**src/rtl/seven_seg_scan_driver.sv**
```systemverilog
// -----------------------------------------------------------------------------
// seven_seg_scan_driver
//
// Time-multiplexed N-digit hex 7-segment driver. A value is captured into a
// pending register by i_load and promoted to the active register only at the
// end of a full scan, so a frame never mixes two loads. Each digit slot is a
// GUARD period (everything dark, anti-ghosting) followed by a DISPLAY period.
//
// Ports:
//   clk            system clock
//   rst_n          synchronous active-low reset
//   i_value        4*NUM_DIGITS hex nibbles, nibble k -> digit k (0 = LSD)
//   i_dp           decimal point request per digit
//   i_digit_en     per-digit enable (0 blanks the digit slot)
//   i_lz_suppress  leading-zero suppression enable (sampled live)
//   i_load         1-cycle strobe capturing value/dp/enables into pending
//   o_seg          segments a..g on bit6..bit0 (polarity by SEG_ACTIVE_LOW)
//   o_dp           decimal point segment (polarity by SEG_ACTIVE_LOW)
//   o_dig          one-hot digit select (polarity by DIG_ACTIVE_LOW)
//   o_frame_done   1-cycle pulse in the last DISPLAY cycle of the last digit
// -----------------------------------------------------------------------------
module seven_seg_scan_driver #(
    parameter int NUM_DIGITS     = 4,
    parameter int CLK_DIV        = 1000,
    parameter int GUARD_CYCLES   = 2,
    parameter bit SEG_ACTIVE_LOW = 1'b0,
    parameter bit DIG_ACTIVE_LOW = 1'b1
) (
    input  logic                    clk,
    input  logic                    rst_n,
    input  logic [4*NUM_DIGITS-1:0] i_value,
    input  logic [NUM_DIGITS-1:0]   i_dp,
    input  logic [NUM_DIGITS-1:0]   i_digit_en,
    input  logic                    i_lz_suppress,
    input  logic                    i_load,
    output logic [6:0]              o_seg,
    output logic                    o_dp,
    output logic [NUM_DIGITS-1:0]   o_dig,
    output logic                    o_frame_done
);

    localparam int CNT_MAX = (CLK_DIV > GUARD_CYCLES) ? CLK_DIV : GUARD_CYCLES;
    localparam int CNT_W   = $clog2(CNT_MAX + 1);
    localparam int IDX_W   = $clog2(NUM_DIGITS);

    localparam logic [6:0]            SEG_INV = {7{SEG_ACTIVE_LOW}};
    localparam logic [NUM_DIGITS-1:0] DIG_INV = {NUM_DIGITS{DIG_ACTIVE_LOW}};

    typedef enum logic {
        ST_GUARD   = 1'b0,
        ST_DISPLAY = 1'b1
    } state_t;

    typedef struct packed {
        logic [4*NUM_DIGITS-1:0] value;
        logic [NUM_DIGITS-1:0]   dp;
        logic [NUM_DIGITS-1:0]   en;
    } frame_t;

    state_t           state_q, state_d;
    logic [CNT_W-1:0] cnt_q, cnt_d;
    logic [IDX_W-1:0] idx_q, idx_d;

    frame_t pending, active, incoming;
    logic   dirty;

    logic [3:0]            nibble;
    logic                  zeros_above;
    logic                  lz_blank;
    logic                  slot_en;
    logic                  slot_dp;
    logic                  lit;
    logic [6:0]            seg_d;
    logic                  dp_d;
    logic [NUM_DIGITS-1:0] dig_d;
    logic                  frame_d;

    assign incoming = {i_value, i_dp, i_digit_en};

    function automatic logic [6:0] decode(input logic [3:0] hex);
        case (hex)
            4'h0: decode = 7'h7E;
            4'h1: decode = 7'h30;
            4'h2: decode = 7'h6D;
            4'h3: decode = 7'h79;
            4'h4: decode = 7'h33;
            4'h5: decode = 7'h5B;
            4'h6: decode = 7'h5F;
            4'h7: decode = 7'h70;
            4'h8: decode = 7'h7F;
            4'h9: decode = 7'h7B;
            4'hA: decode = 7'h77;
            4'hB: decode = 7'h1F;
            4'hC: decode = 7'h4E;
            4'hD: decode = 7'h3D;
            4'hE: decode = 7'h4F;
            default: decode = 7'h47;
        endcase
    endfunction

    // Scan sequencer: next state, counter and digit index.
    always_comb begin
        // NOTE: every output of a combinational block gets a default first so
        // no path leaves it unassigned (which would infer a latch).
        state_d = state_q;
        cnt_d   = cnt_q + CNT_W'(1);
        idx_d   = idx_q;
        case (state_q)
            ST_GUARD: begin
                if (cnt_q == CNT_W'(GUARD_CYCLES - 1)) begin
                    state_d = ST_DISPLAY;
                    cnt_d   = '0;
                end
            end
            default: begin
                if (cnt_q == CNT_W'(CLK_DIV - 1)) begin
                    state_d = ST_GUARD;
                    cnt_d   = '0;
                    idx_d   = (idx_q == IDX_W'(NUM_DIGITS - 1)) ? '0 : idx_q + IDX_W'(1);
                end
            end
        endcase
        frame_d = (state_d == ST_DISPLAY) && (idx_d == IDX_W'(NUM_DIGITS - 1))
                  && (cnt_d == CNT_W'(CLK_DIV - 1));
    end

    // Output content for the upcoming cycle. Outputs are registered from the
    // next-state view so they line up with the state register.
    always_comb begin
        nibble      = 4'h0;
        zeros_above = 1'b1;
        lz_blank    = 1'b0;
        slot_en     = 1'b0;
        slot_dp     = 1'b0;
        // Walk from the most significant digit down, so zeros_above holds
        // "this nibble and everything above it is zero" at digit k.
        for (int k = NUM_DIGITS - 1; k >= 0; k--) begin
            zeros_above = zeros_above & (active.value[4*k +: 4] == 4'h0);
            if (idx_d == IDX_W'(k)) begin
                nibble   = active.value[4*k +: 4];
                lz_blank = zeros_above && (k != 0);
                slot_en  = active.en[k];
                slot_dp  = active.dp[k];
            end
        end
        lit   = (state_d == ST_DISPLAY) && slot_en;
        // A suppressed leading zero keeps its digit select so its dp can light.
        seg_d = (lit && !(i_lz_suppress && lz_blank)) ? decode(nibble) : 7'h00;
        dp_d  = lit && slot_dp;
        dig_d = lit ? (NUM_DIGITS'(1) << idx_d) : '0;
    end

    always_ff @(posedge clk) begin
        // NOTE: sequential state uses non-blocking assignments so every
        // register samples pre-edge values regardless of statement order.
        if (!rst_n) begin
            state_q      <= ST_GUARD;
            cnt_q        <= '0;
            idx_q        <= '0;
            o_seg        <= SEG_INV;
            o_dp         <= SEG_ACTIVE_LOW;
            o_dig        <= DIG_INV;
            o_frame_done <= 1'b0;
        end else begin
            state_q      <= state_d;
            cnt_q        <= cnt_d;
            idx_q        <= idx_d;
            o_seg        <= seg_d ^ SEG_INV;
            o_dp         <= dp_d ^ SEG_ACTIVE_LOW;
            o_dig        <= dig_d ^ DIG_INV;
            o_frame_done <= frame_d;
        end
    end

    // Update path: pending collects loads; active changes only on the edge
    // that closes a frame, so a frame is always drawn from one load.
    always_ff @(posedge clk) begin
        // NOTE: the value registers are reset too, because the display must
        // come up dark rather than showing whatever powered up in them.
        if (!rst_n) begin
            pending <= '0;
            active  <= '0;
            dirty   <= 1'b0;
        end else if (o_frame_done) begin
            if (i_load) begin
                pending <= incoming;
                active  <= incoming;
                dirty   <= 1'b0;
            end else if (dirty) begin
                active  <= pending;
                dirty   <= 1'b0;
            end
        end else if (i_load) begin
            pending <= incoming;
            dirty   <= 1'b1;
        end
    end

endmodule
```
**config.mk**
```make
export PLATFORM = sky130hd
export DESIGN_NAME = seven_seg_scan_driver
export DESIGN_NICKNAME = d
export VERILOG_FILES = /design/src/rtl/seven_seg_scan_driver.sv
export SDC_FILE = /design/constraint.sdc
export NUM_CORES = 1
export LEC_CHECK = 0
export BUFFER_PORTS_ARGS = -buffer_cell sky130_fd_sc_hd__clkbuf_2
export CORE_AREA = 10 10 87 89
export CTS_CLUSTER_SIZE = 10
export DETAILED_ROUTE_END_ITERATION = 6
export DIE_AREA = 0 0 97 99
export GPL_ROUTABILITY_DRIVEN = 0
export PLACE_DENSITY_LB_ADDON = 0.1
export SLEW_MARGIN = 20
export SYNTH_ARGS = -nofsm -noshare
export SYNTH_HDL_FRONTEND = slang
export SYNTH_SLANG_ARGS = --single-unit
```
**constraint.sdc**
```tcl
create_clock -name clk -period 4.1 [get_ports clk]
set_input_delay 0.82 -clock clk [delete_from_list [all_inputs] [get_ports clk]]
set_output_delay 0.82 -clock clk [all_outputs]
set_load 0.05 [all_outputs]
```
==> impl_metrics.env, run 1 <==
export IMPL_status="complete, no violations"
export IMPL_clk_latency_ns=0.35
export IMPL_required_ns=4.33
export IMPL_ys_seq_area_share_pct=45.9
export IMPL_p_leak_nw=1.48
export IMPL_cts_hold_buf=0
export IMPL_cts_buffers=9
export IMPL_hpwl_mm=4.75
export IMPL_fin_nets=415
export IMPL_post_route_period_util_pct=84.1
export IMPL_multi_input_area_mm2=0.00164
export IMPL_critPathLaunchType="register"
export IMPL_cts_max_path_buffers=2
export IMPL_cp_max_fo=15
export IMPL_crit_chain="or3b_1 > nor4_1 > or2_1 > mux2i_1 > mux2_2 > ha_1 > nor2_1 > a22o_1 > o31ai_1 > a21oi_1"
export IMPL_maxSlewViolCount=0
export IMPL_viasPerCell=5.41
export IMPL_cts_setup_buffers=0
export IMPL_yosysWarnings=0
export IMPL_synth_distinct_cells=51
export IMPL_wl_per_cell_um=14.6
export IMPL_tns_ns=0
export IMPL_drive_gt1_share_pct=18.6
export IMPL_die_w_um=97
export IMPL_syn_to_final_growth_pct=12.8
export IMPL_overflow=0
export IMPL_p_per_area_mw_per_mm2=385
export IMPL_synth_nets=381
export IMPL_ctsHtreeMaxLevel=3
export IMPL_worstMarginPinSlew_ns=0.886
export IMPL_io_pins=41
export IMPL_synth_area_top_cells="dfxtp_1 46%, mux2i_1 11%, nor2_1 8.0%"
export IMPL_grt_antenna_before_repair=0
export IMPL_cts_tree="built"
export IMPL_ant_nets=0
export IMPL_drc_errors=0
export IMPL_mappedNetlistArea_mm2=0.00327
export IMPL_coreArea_mm2=0.00585
export IMPL_ys_ff_latch=75
export IMPL_grt_max_degree=56
export IMPL_cts_reportedPaths_clkPinSlew_ns=0.08
export IMPL_wl_mm=6.68
export IMPL_peakVddDrop_mv=0.246
export IMPL_finalSetupViolations=0
export IMPL_async_reset_ff_share_pct=0
export IMPL_max_cap_violations=0
export IMPL_cts_root_buf="clkbuf_8"
export IMPL_register_area_mm2=0.00150
export IMPL_avgSynthCellArea_um2=9.54
export IMPL_critPathKind="register to register"
export IMPL_num_vias=2473
export IMPL_rsz0062_at_grt="false"
export IMPL_first_pass_iters=4
export IMPL_grt_use_total_pct=14.1
export IMPL_finalClockSkew_ns=0.00864
export IMPL_portBuffers=40
export IMPL_synth_edff_count=0
export IMPL_cts_resized=0
export IMPL_power_mw=1.42
export IMPL_n_fill_cell=491
export IMPL_dieArea_mm2=0.00960
export IMPL_crit_path_max_incr_delay_ns=0.58
export IMPL_fmax_mhz=290
export IMPL_slew_headroom_pct=40.7
export IMPL_worstPathArrival_ns=3.68
export IMPL_ys_flop_type="dfxtp_1"
export IMPL_synth_top_area_cell="dfxtp_1"
export IMPL_finalCriticalPeriod_ns=3.45
export IMPL_cts_sinks=75
export IMPL_drtIter0Drc=108
export IMPL_synth_top_area_share_pct=45.9
export IMPL_endpoint_kind="register"
export IMPL_grt_pass1_wl_mm=11.4
export IMPL_crit_slowest_cell="or2_1"
export IMPL_rows=28
export IMPL_hold_violations=0
export IMPL_synth_cells=343
export IMPL_grt_pass1_vias=2478
export IMPL_hold_class="register to register"
export IMPL_die_h_um=99
export IMPL_start_util_pct=55.9
export IMPL_antennaDiodeCount=0
==> registers in the layout, summed over array words and instances, names as in the netlist <==
| signal | count |
|---|---|
| pending | 24 |
| dirty | 1 |
| active | 24 |
| cnt_q | 10 |
| idx_q | 2 |
| o_frame_done | 1 |
| state_q | 1 |
| o_dp | 1 |
| o_dig | 4 |
| o_seg | 7 |
==> metrics by stage <==
step / utilization, % / cells / setup WS [ns] / hold WS [ns] / area, µm²
6_report: 63.1 / 457 / 0.651 / 0.419 / 3690
5_1_grt: 63.1 / 457 / 0.378 / 0.438 / 3690
4_1_cts: 63.1 / 457 / 0.685 / 0.424 / 3690
3_5_place_dp: 59.6 / 441 / 0.717 / 0.404 / 3490
3_3_place_gp: 59.6 / 441 / 0.898 / 0.422 / 3490
2_1_floorplan: - / 343 / 1.14 / 0.381 / 3270
==> final cells by class <==
type	instances	area share (%)
Multi-Input combinational cell	239	44.4
Clock inverter	5	1.66
Clock buffer	11	3.83
Inverter	10	1.02
Tap cell	75	2.54
Sequential cell	75	40.7
Timing Repair Buffer	42	5.83
==> power by group <==
part	total [mW]	switching [mW]	internal (mW)	leakage [nW]
Sequential	0.762	0.0127	0.750	0.610
Combinational	0.0853	0.0484	0.0369	0.769
Clock	0.575	0.274	0.301	0.104
==> final timing paths <==
check,startpoint,to,slack [ns],cells after the start
setup / recovery,cnt_q[3],o_seg[3],0.65,10
hold / removal,active[0],o_dig[0],0.42,1
setup reg to reg,cnt_q[3],o_seg[3],0.65,10
hold reg to reg,active[0],o_dig[0],0.42,1
==> critical path: cells and delay by family, from the launching register on <==
family	cells	cell delay (ns)
fa+ha+maj	1	0.21
compound gates	3	0.64
flops	1	0.35
mux	2	0.55
simple gates	4	1.58
==> logic make-up after synthesis <==
logic type	after synthesis	synth area share, %
compound gates	51	11.8
mux	43	14.1
simple gates	127	18.2
fa+ha+maj	10	3.82
xor+xnor	8	2.14
flops	75	45.9
buf+inv	29	4.09
==> cell usage after synthesis, types with 2 or more instances <==
master / n
mux2_4: 2
inv_1: 8
dfxtp_1: 75
ha_1: 10
a221oi_1: 2
o31ai_1: 6
nor4_1: 5
nor3b_1: 2
nand3_1: 11
a311oi_1: 3
nor3_1: 9
a21oi_1: 4
buf_2: 2
buf_6: 3
mux2_2: 3
xnor2_1: 4
nor2_1: 70
inv_2: 2
buf_1: 3
nand2_1: 11
or3_1: 2
xor2_1: 4
clkbuf_1: 11
a211oi_1: 27
nand4_1: 2
mux2i_1: 35
nand4b_1: 3
==> cell usage in the layout (no fill, tap or decap), types with 9 or more instances in the layout <==
cell type,count
mux2i_1,35
nor3_1,9
dfxtp_1,75
a211oi_1,27
clkbuf_8,10
nor2_1,70
clkbuf_2,40
nand3_1,11
ha_1,10
nand2_1,11
==> metal layers <==
| metal | vias to the layer above | track usage [%] | part of all wire [%] |
|---|---|---|---|
| met5 | - | 0 | 0 |
| met4 | 0 | 7.72 | 1.6 |
| met3 | 8 | 4.68 | 5.3 |
| met2 | 57 | 22.0 | 45 |
| met1 | 1121 | 16.7 | 48 |
| li1 | 1287 | - | - |
No activity file was read; power rests on OpenSTA's default activity.
==> inputs of run 2 (changes only) <==
CORE_AREA = 10 10 91 93   (was 10 10 87 89)
DIE_AREA = 0 0 101 103   (was 0 0 97 99)
clock period = 3.1 ns   (was 4.1 ns; I/O delays follow)
==> impl_metrics.env, run 2 (synthesized netlist as in run 1, its figures left out) <==
export IMPL_largest_registers="active (24), pending (24), cnt_q (10)"
export IMPL_io_pins=41
export IMPL_drive_gt1_share_pct=22.6
export IMPL_cts_reportedPaths_clkPinSlew_ns=0.08
export IMPL_cts_root_buf="clkbuf_8"
export IMPL_hold_class="register to register"
export IMPL_startpoint="idx_q[0]"
export IMPL_register_area_mm2=0.00150
export IMPL_max_cap_violations=0
export IMPL_cts_max_path_buffers=2
export IMPL_maxSlewViolCount=0
export IMPL_rsz0062_at_grt="false"
export IMPL_ant_nets=0
export IMPL_rows=30
export IMPL_p_leak_nw=1.55
export IMPL_syn_to_final_growth_pct=16.7
export IMPL_critPathMostFrequentCell="ha_1"
export IMPL_finalCriticalPeriod_ns=2.92
export IMPL_worstPathArrival_ns=3.16
export IMPL_crit_slowest_cell="or3b_2"
export IMPL_place_area_mm2=0.00356
export IMPL_cts_tree="built"
export IMPL_start_util_pct=49.8
export IMPL_r2r_start="idx_q[0]"
export IMPL_ctsHtreeMaxLevel=3
export IMPL_drc_errors=0
export IMPL_final_cell_mix="75 x dfxtp_1, 70 x nor2_1, 40 x clkbuf_2, 35 x mux2i_1, 27 x a211oi_1"
export IMPL_peakVddDrop_mv=0.294
export IMPL_multi_input_area_mm2=0.00166
export IMPL_overflow=0
export IMPL_grt_antenna_before_repair=0
export IMPL_grt_use_total_pct=13.5
export IMPL_die_w_um=101
export IMPL_critPathKind="register to register"
export IMPL_fmax_mhz=343
export IMPL_coreArea_mm2=0.00657
export IMPL_portBuffers=40
export IMPL_min_delay_start="active[0]"
export IMPL_tns_ns=0
export IMPL_dieArea_mm2=0.0104
export IMPL_crit_path_max_incr_delay_ns=0.45
export IMPL_required_ns=3.35
export IMPL_hold_violations=0
export IMPL_num_vias=2490
export IMPL_grt_pass1_vias=2442
export IMPL_cp_max_fo=7
export IMPL_wl_mm=6.82
export IMPL_viasPerCell=5.25
export IMPL_cts_sinks=75
export IMPL_n_fill_cell=586
export IMPL_cts_buffers=9
export IMPL_critPathLaunchType="register"
export IMPL_antennaDiodeCount=0
export IMPL_wl_per_cell_um=14.4
export IMPL_clk_latency_ns=0.34
export IMPL_finalClockSkew_ns=0.0102
export IMPL_p_per_area_mw_per_mm2=506
export IMPL_worstMarginPinSlew_ns=0.505
export IMPL_die_h_um=103
export IMPL_post_route_period_util_pct=94.2
export IMPL_crit_chain="ha_1 > or3b_2 > or4_4 > and2_4 > mux2_4 > inv_2 > ha_1 > mux2_2 > a211oi_1"
export IMPL_fin_util_pct=58.1
export IMPL_slew_headroom_pct=65.4
export IMPL_fin_nets=427
export IMPL_status="complete, no violations"
export IMPL_grt_max_degree=55
export IMPL_finalSetupViolations=0
export IMPL_hpwl_mm=4.91
export IMPL_endpoint_kind="register"
export IMPL_drtIter0Drc=83
export IMPL_grt_pass1_wl_mm=11.5
export IMPL_first_pass_iters=4
export IMPL_fin_area_mm2=0.00382
export IMPL_final_common_cell="dfxtp_1"
-- run 2: path summary, 6_finish.rpt --
path	end	slack (ns)	depth (start not counted)
worst min-delay path	o_dig[0]	0.42	1
worst max register to register	o_seg[5]	0.18	9
worst min register to register	o_dig[0]	0.42	1
worst max-delay path	o_seg[5]	0.18	9
-- run 2: timing repair --
action | CTS | global route
buffers inserted | 0 | 3
gates resized for setup | 1 | 5
hold buffers | 0 | 0
endpoints found under the setup margin | 1 | 3
pin swaps | 0 | 1
-- run 2: final cells by class --
type                    count  area share, %
flip-flops and latches     75           39.3
well taps                  80           2.62
repair buffers             54           7.99
inverters                  10          0.983
clock inverters             7           2.42
clock buffers               9           3.24
multi-input cells         239           43.4
-- run 2: routing by layer --
layer	vias to the layer above	part of all wire (%)	track usage, %
met5	-	0	0
met4	0	1.2	5.14
met3	5	4.0	4.02
met2	35	45	20.3
met1	1138	50	17.8
li1	1312	-	-
-- run 2: report_power, final --
group          internal [mW]  total, mW  switching, mW
sequential             0.992       1.01         0.0171
clock                  0.452      0.807          0.355
combinational         0.0500      0.115         0.0651
-- run 2: stage by stage --
step	instances	hold WS [ns]	total power, mW	worst slack (ns)
floorplan	343	0.381	1.11	0.141
global placement	455	0.422	1.15	0.139
detailed placement	455	0.408	1.15	0.0157
CTS	471	0.427	1.96	0.0775
global route	474	0.460	2.02	0.0359
finish	474	0.422	1.93	0.181
-- run 2: worst max-delay path: cells and delay by family, from the launching register on --
kind	cells	cell delay, ns
and+or+nand+nor	3	1.12
muxes	2	0.62
adders and majority gates	2	0.43
DFF	1	0.33
AOI/OAI and AO/OA	1	0.24
buffers and inverters	1	0.08
